File: src/rtl/pc_fetch_unit.sv
// rtl/pc_fetch_unit.sv - IF-stage PC register, next-PC select and ID-stage PC/valid tracking
// Optional build macro: PC_PERF_CNT_EN adds redirect/stall counters with cnt_clr.
module pc_fetch_unit #(
   parameter int                XLEN     = 32,
   parameter logic [XLEN-1:0]   RESET_PC = 32'h4000_0000
) (
   input  logic            clk,
   input  logic            rst,
   input  logic            stall,
   input  logic [1:0]      PCSel,
   input  logic [XLEN-1:0] jal_target,
   input  logic [XLEN-1:0] br_target,
`ifdef PC_PERF_CNT_EN
   input  logic            cnt_clr,
   output logic [31:0]     redirect_cnt,
   output logic [31:0]     stall_cnt,
`endif
   output logic [XLEN-1:0] pc_if,
   output logic [XLEN-1:0] pc_id,
   output logic            valid_id,
   output logic            flush_id,
   output logic            redirect
);

   typedef enum logic [1:0] {
      ST_BOOT  = 2'd0,
      ST_RUN   = 2'd1,
      ST_FLUSH = 2'd2
   } state_t;

   state_t          state;
   state_t          state_nxt;
   logic            advance;
   logic [XLEN-1:0] target_sel;
   logic [XLEN-1:0] target_aligned;

   // PCSel 11 falls through to the branch/JALR target; low two bits are dropped
   assign target_sel     = (PCSel == 2'b01) ? jal_target : br_target;
   assign target_aligned = target_sel & {{(XLEN-2){1'b1}}, 2'b00};

   // State register
   always_ff @(posedge clk or posedge rst) begin
      if (rst) begin
         state <= ST_BOOT;
      end else begin
         state <= state_nxt;
      end
   end

   // Next-state: BOOT always leaves, RUN enters FLUSH on a taken redirect, FLUSH waits out stalls
   always_comb begin
      state_nxt = state;
      case (state)
         ST_BOOT:  state_nxt = ST_RUN;
         ST_RUN:   if (!stall && (PCSel != 2'b00)) state_nxt = ST_FLUSH;
         ST_FLUSH: if (!stall) state_nxt = ST_RUN;
         default:  state_nxt = ST_BOOT;
      endcase
   end

   // Outputs: ID validity follows RUN; redirect and pipeline advance are decoded from state
   always_comb begin
      valid_id = 1'b0;
      flush_id = 1'b1;
      redirect = 1'b0;
      advance  = 1'b0;
      case (state)
         ST_BOOT: begin
            advance = 1'b1;
         end
         ST_RUN: begin
            valid_id = 1'b1;
            flush_id = 1'b0;
            redirect = !stall && (PCSel != 2'b00);
            advance  = !stall;
         end
         ST_FLUSH: begin
            advance = !stall;
         end
         default: begin
            advance = 1'b0;
         end
      endcase
   end

   // PC pipeline: on advance the fetched PC moves to ID and pc_if takes target or PC+4
   always_ff @(posedge clk or posedge rst) begin
      if (rst) begin
         pc_if <= RESET_PC;
         pc_id <= '0;
      end else if (advance) begin
         pc_id <= pc_if;
         pc_if <= redirect ? target_aligned : (pc_if + XLEN'(4));
      end
   end

`ifdef PC_PERF_CNT_EN
   // Event counters; clear beats increment, stalls in BOOT are not counted
   always_ff @(posedge clk or posedge rst) begin
      if (rst) begin
         redirect_cnt <= '0;
         stall_cnt    <= '0;
      end else if (cnt_clr) begin
         redirect_cnt <= '0;
         stall_cnt    <= '0;
      end else begin
         if (redirect) redirect_cnt <= redirect_cnt + 32'd1;
         if (stall && (state != ST_BOOT)) stall_cnt <= stall_cnt + 32'd1;
      end
   end
`endif

endmodule

File: config.mk
export PLATFORM = sky130hd
export DESIGN_NAME = pc_fetch_unit
export DESIGN_NICKNAME = d
export VERILOG_FILES = /design/src/rtl/pc_fetch_unit.sv
export SDC_FILE = /design/constraint.sdc
export NUM_CORES = 1
export LEC_CHECK = 0
export BUFFER_PORTS_ARGS = -buffer_cell sky130_fd_sc_hd__buf_2
export CORE_MARGIN = 2
export CORE_UTILIZATION = 51
export CTS_BUF_LIST = sky130_fd_sc_hd__clkbuf_8
export DETAILED_ROUTE_END_ITERATION = 6
export HOLD_SLACK_MARGIN = 0.06
export PLACE_DENSITY = 0.87
export SYNTH_ARGS = -nofsm -noshare
export SYNTH_HDL_FRONTEND = slang
export SYNTH_SLANG_ARGS = --single-unit
File: constraint.sdc
create_clock -name clk -period 2.7 [get_ports clk]
set_input_delay 0.27 -clock clk [delete_from_list [all_inputs] [get_ports clk]]
set_output_delay 0.27 -clock clk [all_outputs]
set_load 0.01 [all_outputs]
==> impl_metrics.py, run 1 <==
metrics = {
    "status": {
        "run_status": "completed",
    },
    "placed_design": {
        "place.gp.congestion": 0.933,
        "port_buffers": 127,
        "dp_hpwl_um": 7620,
    },
    "yosys": {
        "synth_area_leaders": "dfrtp_1 42%, nand2_1 15%, a21oi_1 4.9%",
        "synth_area_mm2": 0.00361,
        "synth_top_area_cell": "dfrtp_1",
        "synth_edf_count": 0,
        "synth.distinct_cells": 53,
        "syn_inst": 453,
        "yosysMostFrequentCell": "nand2_1",
        "ys_warn_count": 0,
        "ys_seq_area_share_pct": 43.0,
        "synthDominantCellAreaShare_pct": 42.3,
        "synth_top_flop_cell": "dfrtp_1",
        "postSynthAreaPerCell_um2": 7.96,
        "async_flop_share_pct": 100,
        "ys_top_cells_by_count": "144 x nand2_1, 61 x dfrtp_1, 35 x a21oi_1, 24 x nand3_1, 23 x nor2_1",
        "ys_ff_latch": 62,
    },
    "flow_run": {
        "drv_cap": 0,
    },
    "sta": {
        "max_freq_ghz": 0.403,
        "setup_viol": 0,
        "period_needed_ns": 2.48,
        "finalCritPeriodShare_pct": 91.9,
        "worst_pin_slew_ns": 1.03,
        "tns_ns": 0,
        "drv_slew": 0,
        "finalHoldViolations": 0,
        "maxSlewHeadroom_pct": 31.1,
        "clock_skew_ns": 0.0101,
        "rsz0062_at_grt": "false",
    },
    "setup_path": {
        "cp_num_cells": 7,
        "cp_top_family": "buffers and inverters",
        "rr_worst_depth": 8,
        "crit_arrival_ns": 2.21,
        "critPathMaxFanout": 31,
        "critPathSlowestCell": "dfrtp_1",
        "critPathLaunchType": "flip-flop",
        "cpPeakStageDelay_ns": 0.41,
        "end_kind": "output port",
        "critPathKind": "reg2out",
        "path_cells": "inv_1 -> ha_1 -> and2b_1 -> o21ai_2 -> inv_6 -> buf_4 -> buf_2",
        "cp_data_required_time_ns": 2.43,
        "crit_buf_inv": 4,
    },
    "clock_network": {
        "clk_latency_ns": 0.35,
        "cts_root_buf": "clkbuf_8",
        "h-tree-depth": 3,
        "cts_sinks": 62,
        "cts_tree": "yes",
        "clockBufferDepth": 2,
        "cts_buffers": 9,
        "clk_pin_slew_ns": 0.07,
    },
    "floorplan": {
        "initial_core_util_pct": 52.8,
        "die-area_mm2": 0.00776,
        "rows": 30,
        "die_y_um": 88.1,
        "core_region_area_mm2": 0.00683,
        "io_pins": 136,
        "die_w_um": 88.1,
    },
    "global_route": {
        "grt_pass1_wl_um": 17500,
        "track_usage_pct": 28.8,
        "grt_pass1_vias": 3694,
        "antenna_found_initial": 0,
        "grt_max_degree": 61,
        "grt_overflow": 0,
    },
    "routing": {
        "vias_per_cell": 5.87,
        "drtIter0Drc": 424,
        "drt_pass1_iterations": 6,
        "vias": 3946,
        "totalWireLength_um": 10900,
        "drc": 0,
        "ant_nets": 0,
        "wl_per_cell_um": 16.3,
    },
    "power": {
        "p_total_mw": 5.73,
        "power.leakage_nw": 2.26,
        "peakVddDrop_mv": 1.08,
        "p_per_area_mw_per_mm2": 1250,
    },
    "layout": {
        "fillers": 609,
        "final_net_count": 646,
        "layout-drive-gt1-share_pct": 29.0,
        "area_growth_pct": 26.8,
        "diodes": 0,
    },
    "hold_path": {
        "min_path_cells": 5,
        "holdCritPathClass": "in2reg",
    },
}
-- worst min-delay path: stages --
cell     delay [ns]
buf_2          0.10
nand2_1        0.05
nand3_1        0.06
o21ai_0        0.07
a21oi_1        0.07
-- metal layers --
metal	track usage, %	share of wire [%]	vias up
li1	-	-	1828
met1	39.1	41	1846
met2	44.6	47	242
met3	5.18	9.8	30
met4	14.5	2.6	0
met5	0	0	-
-- area by class of cell --
type	count	area [um2]	share of cell area, %
Multi-Input combinational cell	354	1910	41.8
Sequential cell	62	1550	33.9
Timing Repair Buffer	137	726	15.9
Clock buffer	12	165	3.61
Tap cell	96	120	2.63
Clock inverter	4	68.8	1.50
Inverter	7	31.3	0.684
-- cells by family (layout without fill, tap and decap cells) --
| group | count (synthesis) | count (layout) | synth area share, % |
|---|---|---|---|
| simple gates | 233 | 233 | 29.8 |
| flops | 62 | 62 | 43.0 |
| compound gates | 106 | 106 | 18.8 |
| other cells | 1 | 4 | 0.104 |
| fa+ha+maj | 6 | 6 | 2.08 |
| mux | 5 | 5 | 1.42 |
| buf+inv | 40 | 160 | 4.75 |
-- cell usage in the layout (no fill, tap or decap), types with 2 or more instances in the layout --
cell type	Yosys	final
a211oi_1	2	2
a21oi_1	35	35
a21oi_2	2	2
a2bb2oi_1	2	2
a311oi_1	2	2
a31oi_1	6	6
a32oi_1	5	5
and3_1	9	9
and4_1	4	4
buf_2	4	127
buf_4	4	8
bufinv_16	0	2
clkbuf_8	0	12
conb_1	1	4
dfrtp_1	61	61
ha_1	6	6
inv_1	6	6
mux2i_1	4	4
nand2_1	144	144
nand2b_1	2	2
nand3_1	24	24
nand4_1	9	9
nand4_4	2	2
nor2_1	23	23
nor3_1	5	5
nor4_1	2	2
o21ai_0	20	20
o22a_1	10	10
o22ai_1	5	5
o31ai_1	6	6
-- registers in the layout, summed over array words and instances, names as in the netlist --
signal  flops
pc_id      30
state       2
pc_if      30
-- per-stage QoR --
stage / std cells / cell area, um2 / hold WS (ns) / worst slack [ns] / utilization (%)
detailed placement: 655 / 4330 / 0.316 / 0.394 / 63.3
finish: 672 / 4580 / 0.305 / 0.218 / 67.0
global route: 672 / 4580 / 0.345 / 0.0426 / 67.0
global placement: 655 / 4330 / 0.305 / 0.482 / 63.3
CTS: 672 / 4570 / 0.302 / 0.0268 / 66.9
floorplan: 456 / 3620 / 0.498 / 0.697 / -
-- what timing repair did --
action,CTS,global route
gates resized for setup,0,3
hold buffers,1,0
endpoints found under the hold margin,18,0
setup endpoints to repair,0,1
buffers inserted,0,0
-- report_power, final --
group / switching, mW / total [mW] / internal [mW]
sequential: 0.568 / 1.98 / 1.42
combinational: 1.71 / 2.78 / 1.07
clock: 0.371 / 0.962 / 0.591
-- final timing paths --
| kind | startpoint | to | slack (ns) |
|---|---|---|---|
| min | br_target[13] | pc_if[13] | 0.30 |
| max reg2reg | state[1] | pc_if[18] | 0.31 |
| min reg2reg | pc_id[17] | pc_id[17] | 0.47 |
| max | state[1] | redirect | 0.22 |
| min in group asynchronous | rst | pc_id[28] | 0.50 |
| max in group asynchronous | rst | pc_if[6] | 1.50 |
Power figures use the tool's default switching activity.
==> inputs of run 2 (changes only) <==
--- a/config.mk
+++ b/config.mk
@@ -7,11 +7,11 @@
 export LEC_CHECK = 0
 export BUFFER_PORTS_ARGS = -buffer_cell sky130_fd_sc_hd__buf_2
 export CORE_MARGIN = 2
-export CORE_UTILIZATION = 51
+export CORE_UTILIZATION = 46
 export CTS_BUF_LIST = sky130_fd_sc_hd__clkbuf_8
 export DETAILED_ROUTE_END_ITERATION = 6
 export HOLD_SLACK_MARGIN = 0.06
-export PLACE_DENSITY = 0.87
+export PLACE_DENSITY = 0.83
 export SYNTH_ARGS = -nofsm -noshare
 export SYNTH_HDL_FRONTEND = slang
 export SYNTH_SLANG_ARGS = --single-unit
==> constraint.sdc (replaced) <==
create_clock -name clk -period 2 [get_ports clk]
set_input_delay 0.2 -clock clk [delete_from_list [all_inputs] [get_ports clk]]
set_output_delay 0.2 -clock clk [all_outputs]
set_load 0.01 [all_outputs]
==> run 2 against run 1 <==
Worst hold slack got worse by 0.063 ns. Largest cell class unchanged. Sequential power is 29% higher. Core utilization down 3.4 points. Clock power up 22%. Sequential share of layout area is 2.0 points lower. Critical path type unchanged. Count of clock-buffer cells in the layout is the same.
==> impl_metrics.py, run 2 (same netlist as run 1, synthesis figures left out) <==
metrics = {
    "status": {
        "run_status": "completed",
    },
    "routing": {
        "wl_per_cell_um": 16.1,
        "vias": 4037,
        "drc": 0,
        "drtIter0Drc": 310,
        "totalWireLength_um": 11400,
        "dr_wl_met2_um": 5400,
        "ant_nets": 0,
        "vias_per_cell": 5.71,
        "routed.top_layer": "met4",
        "met3_length_um": 954,
        "m1WireLength_um": 4810,
        "drt_pass1_iterations": 5,
    },
    "floorplan": {
        "die-area_mm2": 0.00857,
        "io_pins": 136,
        "die_y_um": 92.6,
        "core_region_area_mm2": 0.00765,
        "die_w_um": 92.6,
        "rows": 32,
        "initial_core_util_pct": 47.2,
    },
    "global_route": {
        "grt_overflow": 0,
        "grt_max_degree": 32,
        "grt_pass1_vias": 3858,
        "grt_pass1_wl_um": 18700,
        "antenna_found_initial": 0,
        "track_usage_pct": 27.5,
    },
    "placed_design": {
        "port_buffers": 127,
        "place_ws_ns": 0.00542,
        "place.gp.congestion": 0.852,
        "dp_hpwl_um": 8440,
    },
    "setup_path": {
        "path_cells": "inv_2 -> ha_2 -> and2b_1 -> o21ai_2 -> inv_4 -> buf_6 -> buf_2",
        "crit_buf_inv": 4,
        "critPathLaunchType": "flip-flop",
        "cp_top_family": "buffers and inverters",
        "end_kind": "output port",
        "critPathSlowestCell": "dfrtp_1",
        "cp_data_required_time_ns": 1.80,
        "critPathKind": "reg2out",
        "critPathMaxFanout": 13,
        "crit_arrival_ns": 1.70,
        "cpPeakStageDelay_ns": 0.42,
    },
    "clock_network": {
        "cts_buffers": 9,
        "clockBufferDepth": 2,
        "cts_tree": "yes",
        "clk_latency_ns": 0.34,
        "cts_root_buf": "clkbuf_8",
        "clk_pin_slew_ns": 0.07,
        "cts_sinks": 62,
        "h-tree-depth": 3,
    },
    "sta": {
        "finalCritPeriodShare_pct": 95.1,
        "drv_slew": 0,
        "setup_viol": 0,
        "holdWs_ns": 0.242,
        "period_needed_ns": 1.90,
        "clock_skew_ns": 0.0117,
        "max_freq_ghz": 0.526,
        "worst_slack_ns": 0.0974,
        "finalHoldViolations": 0,
    },
    "flow_run": {
        "drv_cap": 0,
    },
    "layout": {
        "mostFrequentLayoutCell": "nand2_1",
        "most-common-layout-cells": "144 x nand2_1, 127 x buf_2, 59 x dfrtp_1, 35 x a21oi_1, 32 x buf_4",
        "fillers": 653,
        "layout-drive-gt1-share_pct": 33.7,
        "area_growth_pct": 34.8,
        "diodes": 0,
        "final_net_count": 676,
        "reg_top3": "pc_id x30, pc_if x30, state x2",
    },
    "power": {
        "p_per_area_mw_per_mm2": 1680,
        "peakVddDrop_mv": 1.07,
        "power.leakage_nw": 2.40,
    },
    "hold_path": {
        "holdCritPathClass": "in2reg",
    },
}
[run 2: timing repair]
item                                    CTS  global route
hold buffers                              1             0
resized for setup                         2             6
endpoints found under the hold margin    17             0
pin swaps                                 1             2
buffers inserted                          2             3
endpoints found under the setup margin    3            10
[run 2: routing by layer]
metal	vias up	GRT usage (%)
met4	0	9.33
met1	1904	36.5
met5	-	0
met3	28	5.70
met2	224	44.8
li1	1881	-
[run 2: worst reg2reg max path, stage by stage (launching register included)]
cell and delay, ns:
dfrtp_1 0.40, inv_2 0.07, ha_2 0.17, and2b_1 0.19
o21ai_2 0.12, inv_4 0.08, buf_4 0.17, nor2_1 0.27
a32oi_1 0.15, o22a_1 0.18
[run 2: final timing paths]
path	to	slack, ns	cells after the start	startpoint
setup / recovery	redirect	0.1	7	state[1]
hold / removal	pc_if[21]	0.24	5	br_target[21]
setup reg to reg	pc_if[7]	0.1	9	state[1]
hold reg to reg	pc_id[10]	0.47	2	pc_id[10]
max in group asynchronous	pc_if[30]	0.89	4	rst
min in group asynchronous	pc_id[18]	0.40	3	rst
[run 2: power breakdown]
part	total, mW	switching [mW]	internal [mW]
registers	2.56	0.647	1.92
clock network	1.17	0.502	0.669
logic	4.46	2.54	1.92
total	8.19	3.69	4.50
[run 2: area by class of cell]
cell class	count	area [um2]	share of cell area, %
Multi-Input combinational cell	354	1930	39.6
Inverter	7	28.8	0.592
Sequential cell	62	1560	32.0
Tap cell	102	128	2.62
Clock inverter	3	42.5	0.875
Clock buffer	12	165	3.40
Timing Repair Buffer	167	1020	20.9
[run 2: per-stage QoR]
stage / cells / cell area, um2 / power [mW] / TNS (ns) / utilization, %
floorplan: 456 / 3620 / 4.97 / 0 / -
global placement: 686 / 4590 / 6.71 / 0 / 60.0
detailed placement: 686 / 4590 / 6.91 / 0 / 60.0
CTS: 704 / 4830 / 8.12 / 0 / 63.1
global route: 707 / 4860 / 8.84 / -0.00205 / 63.6
finish: 707 / 4860 / 8.19 / 0 / 63.6
==> inputs of run 3 (changes only) <==
--- a/config.mk
+++ b/config.mk
@@ -7,11 +7,10 @@
 export LEC_CHECK = 0
 export BUFFER_PORTS_ARGS = -buffer_cell sky130_fd_sc_hd__buf_2
 export CORE_MARGIN = 2
-export CORE_UTILIZATION = 46
-export CTS_BUF_LIST = sky130_fd_sc_hd__clkbuf_8
+export CORE_UTILIZATION = 45
 export DETAILED_ROUTE_END_ITERATION = 6
 export HOLD_SLACK_MARGIN = 0.06
-export PLACE_DENSITY = 0.83
+export PLACE_DENSITY = 0.81
 export SYNTH_ARGS = -nofsm -noshare
 export SYNTH_HDL_FRONTEND = slang
 export SYNTH_SLANG_ARGS = --single-unit
==> run 3 against run 2 <==
Flip-flop and latch count unchanged. Via count decreased by 0.77%. Sequential share of layout area decreased by 0.26 points. Sequential power about the same. Critical path depth shrank 2. Clock power rose by 9%. Setup slack better by 0.0067 ns. Worst hold slack lost 0.014 ns. Cell area grew 0.90%. Register-to-register slack is essentially flat. Cell count fell by 0.14%. Critical path type is now reg2reg.
==> impl_metrics.py, run 3 (same netlist as run 1, synthesis figures left out) <==
metrics = {
    "routing": {
        "totalWireLength_um": 11600,
        "vias_per_cell": 5.67,
        "drc": 0,
        "wl_per_cell_um": 16.5,
        "ant_nets": 0,
        "drtIter0Drc": 321,
        "drt_pass1_iterations": 7,
        "vias": 4006,
    },
    "sta": {
        "finalHoldViolations": 0,
        "maxSlewHeadroom_pct": 54.0,
        "finalCritPeriodShare_pct": 94.8,
        "period_needed_ns": 1.90,
        "rsz0062_at_grt": "false",
        "tns_ns": 0,
        "max_freq_ghz": 0.527,
        "clock_skew_ns": 0.0100,
        "setup_viol": 0,
        "drv_slew": 0,
        "worst_pin_slew_ns": 0.689,
    },
    "setup_path": {
        "critPathSlowestCell": "or4_4",
        "r2r_slack_ns": 0.10,
        "path_cells": "nand4_4 -> or4_4 -> nor2_1 -> a32oi_1 -> o22a_1",
        "critPathMaxFanout": 8,
        "rr_worst_depth": 5,
        "crit_arrival_ns": 2.13,
        "end_kind": "flip-flop",
        "r2r-start": "pc_if[7]",
        "cp_data_required_time_ns": 2.23,
        "cpPeakStageDelay_ns": 0.59,
        "critPathKind": "reg2reg",
        "critPathLaunchType": "flip-flop",
        "reg2reg_to": "pc_if[25]",
    },
    "clock_network": {
        "clk_pin_slew_ns": 0.07,
        "cts_buffers": 9,
        "cts_sinks": 62,
        "clockBufferDepth": 2,
        "cts_tree": "yes",
        "cts_root_buf": "clkbuf_8",
        "clk_latency_ns": 0.35,
        "h-tree-depth": 3,
    },
    "floorplan": {
        "io_pins": 136,
        "die_w_um": 93.5,
        "die_y_um": 93.5,
        "core_region_area_mm2": 0.00773,
        "die-area_mm2": 0.00875,
        "rows": 32,
        "initial_core_util_pct": 46.7,
    },
    "layout": {
        "most-common-layout-cells": "144 x nand2_1, 127 x buf_2, 58 x dfrtp_1, 35 x a21oi_1, 30 x buf_4",
        "final_net_count": 675,
        "mostFrequentLayoutCell": "nand2_1",
        "area_growth_pct": 36.0,
        "reg_top3": "pc_id x30, pc_if x30, state x2",
        "fin_area_mm2": 0.00491,
        "layout-drive-gt1-share_pct": 34.1,
        "diodes": 0,
    },
    "global_route": {
        "grt_max_degree": 41,
        "track_usage_pct": 26.5,
        "grt_pass1_vias": 3768,
        "grt_pass1_wl_um": 18200,
        "grt_overflow": 0,
        "antenna_found_initial": 0,
    },
    "hold_path": {
        "holdCritPathClass": "in2reg",
        "hold_end": "pc_if[21]",
        "min_path_cells": 5,
        "min_from": "br_target[21]",
    },
    "placed_design": {
        "place_area_mm2": 0.00457,
        "port_buffers": 127,
        "dp_hpwl_um": 8240,
        "place.gp.congestion": 0.859,
    },
    "power": {
        "p_per_area_mw_per_mm2": 1680,
        "peakVddDrop_mv": 1.05,
        "p_total_mw": 8.26,
        "power.leakage_nw": 2.42,
    },
    "status": {
        "run_status": "completed",
    },
    "flow_run": {
        "drv_cap": 0,
    },
}
## run 3: cell count changes in the layout (fill, tap and decap cells not counted), sizes merged
cell	before	now
buf	166	163
bufinv	1	2
clkinv	1	2
clkinvlp	1	0
inv	7	8
## run 3: power breakdown
part / internal (mW) / switching (mW)
clock: 0.759 / 0.510
combinational: 1.87 / 2.57
sequential: 1.92 / 0.640
## run 3: worst max-delay path by stage
stage | from | end | cells past startpoint | slack [ns]
after floorplan | state[1] | pc_if[9] | 10 | 0.04
after global placement | state[1] | pc_if[18] | 8 | 0.12
after detailed placement | state[1] | pc_if[18] | 8 | 0.04
after CTS | state[0] | pc_if[8] | 8 | 0.01
after global routing | pc_if[3] | pc_if[20] | 7 | 0.01
final | pc_if[7] | pc_if[25] | 5 | 0.10
## run 3: repair_timing
action	in CTS	in global routing
hold buffers	1	0
hold endpoints to repair	30	0
buffers inserted	2	1
resized for setup	4	11
gates cloned	1	1
endpoints found under the setup margin	1	16
pin swaps	0	1
## run 3: layer usage
metal | wire, um | global-route usage, % | vias to the layer above
met5 | 0 | 0 | -
met4 | 198 | 8.21 | 0
met3 | 1090 | 6.29 | 22
met2 | 5460 | 43.0 | 198
met1 | 4880 | 35.4 | 1907
li1 | - | - | 1879
## run 3: cell type report
type                       count  area (um2)
fill                         688        2820
multi-input combinational    354        1950
sequential                    62        1560
timing repair buffer         165        1010
clock buffer                  11         151
tap                          102         128
clock inverter                 4        70.1
inverter                       7        33.8
timing repair inverter         1        6.26
## run 3: critical path: cells and delay by family (launching register included)
family           cells  cell delay (ns)
AO/OA/AOI/OAI        2             0.34
AND/OR/NAND/NOR      3             0.93
flip-flops           1             0.51
## run 3: metrics by stage
stage          hold slack [ns]  cells  setup WS (ns)  util, %
2_1_floorplan            0.428    456         0.0415        -
6_report                 0.227    706          0.104     63.5
3_3_place_gp             0.343    686          0.117     59.2
3_5_place_dp             0.349    686         0.0391     59.2
5_1_grt                  0.253    706         0.0109     63.5
4_1_cts                  0.226    704         0.0101     62.7
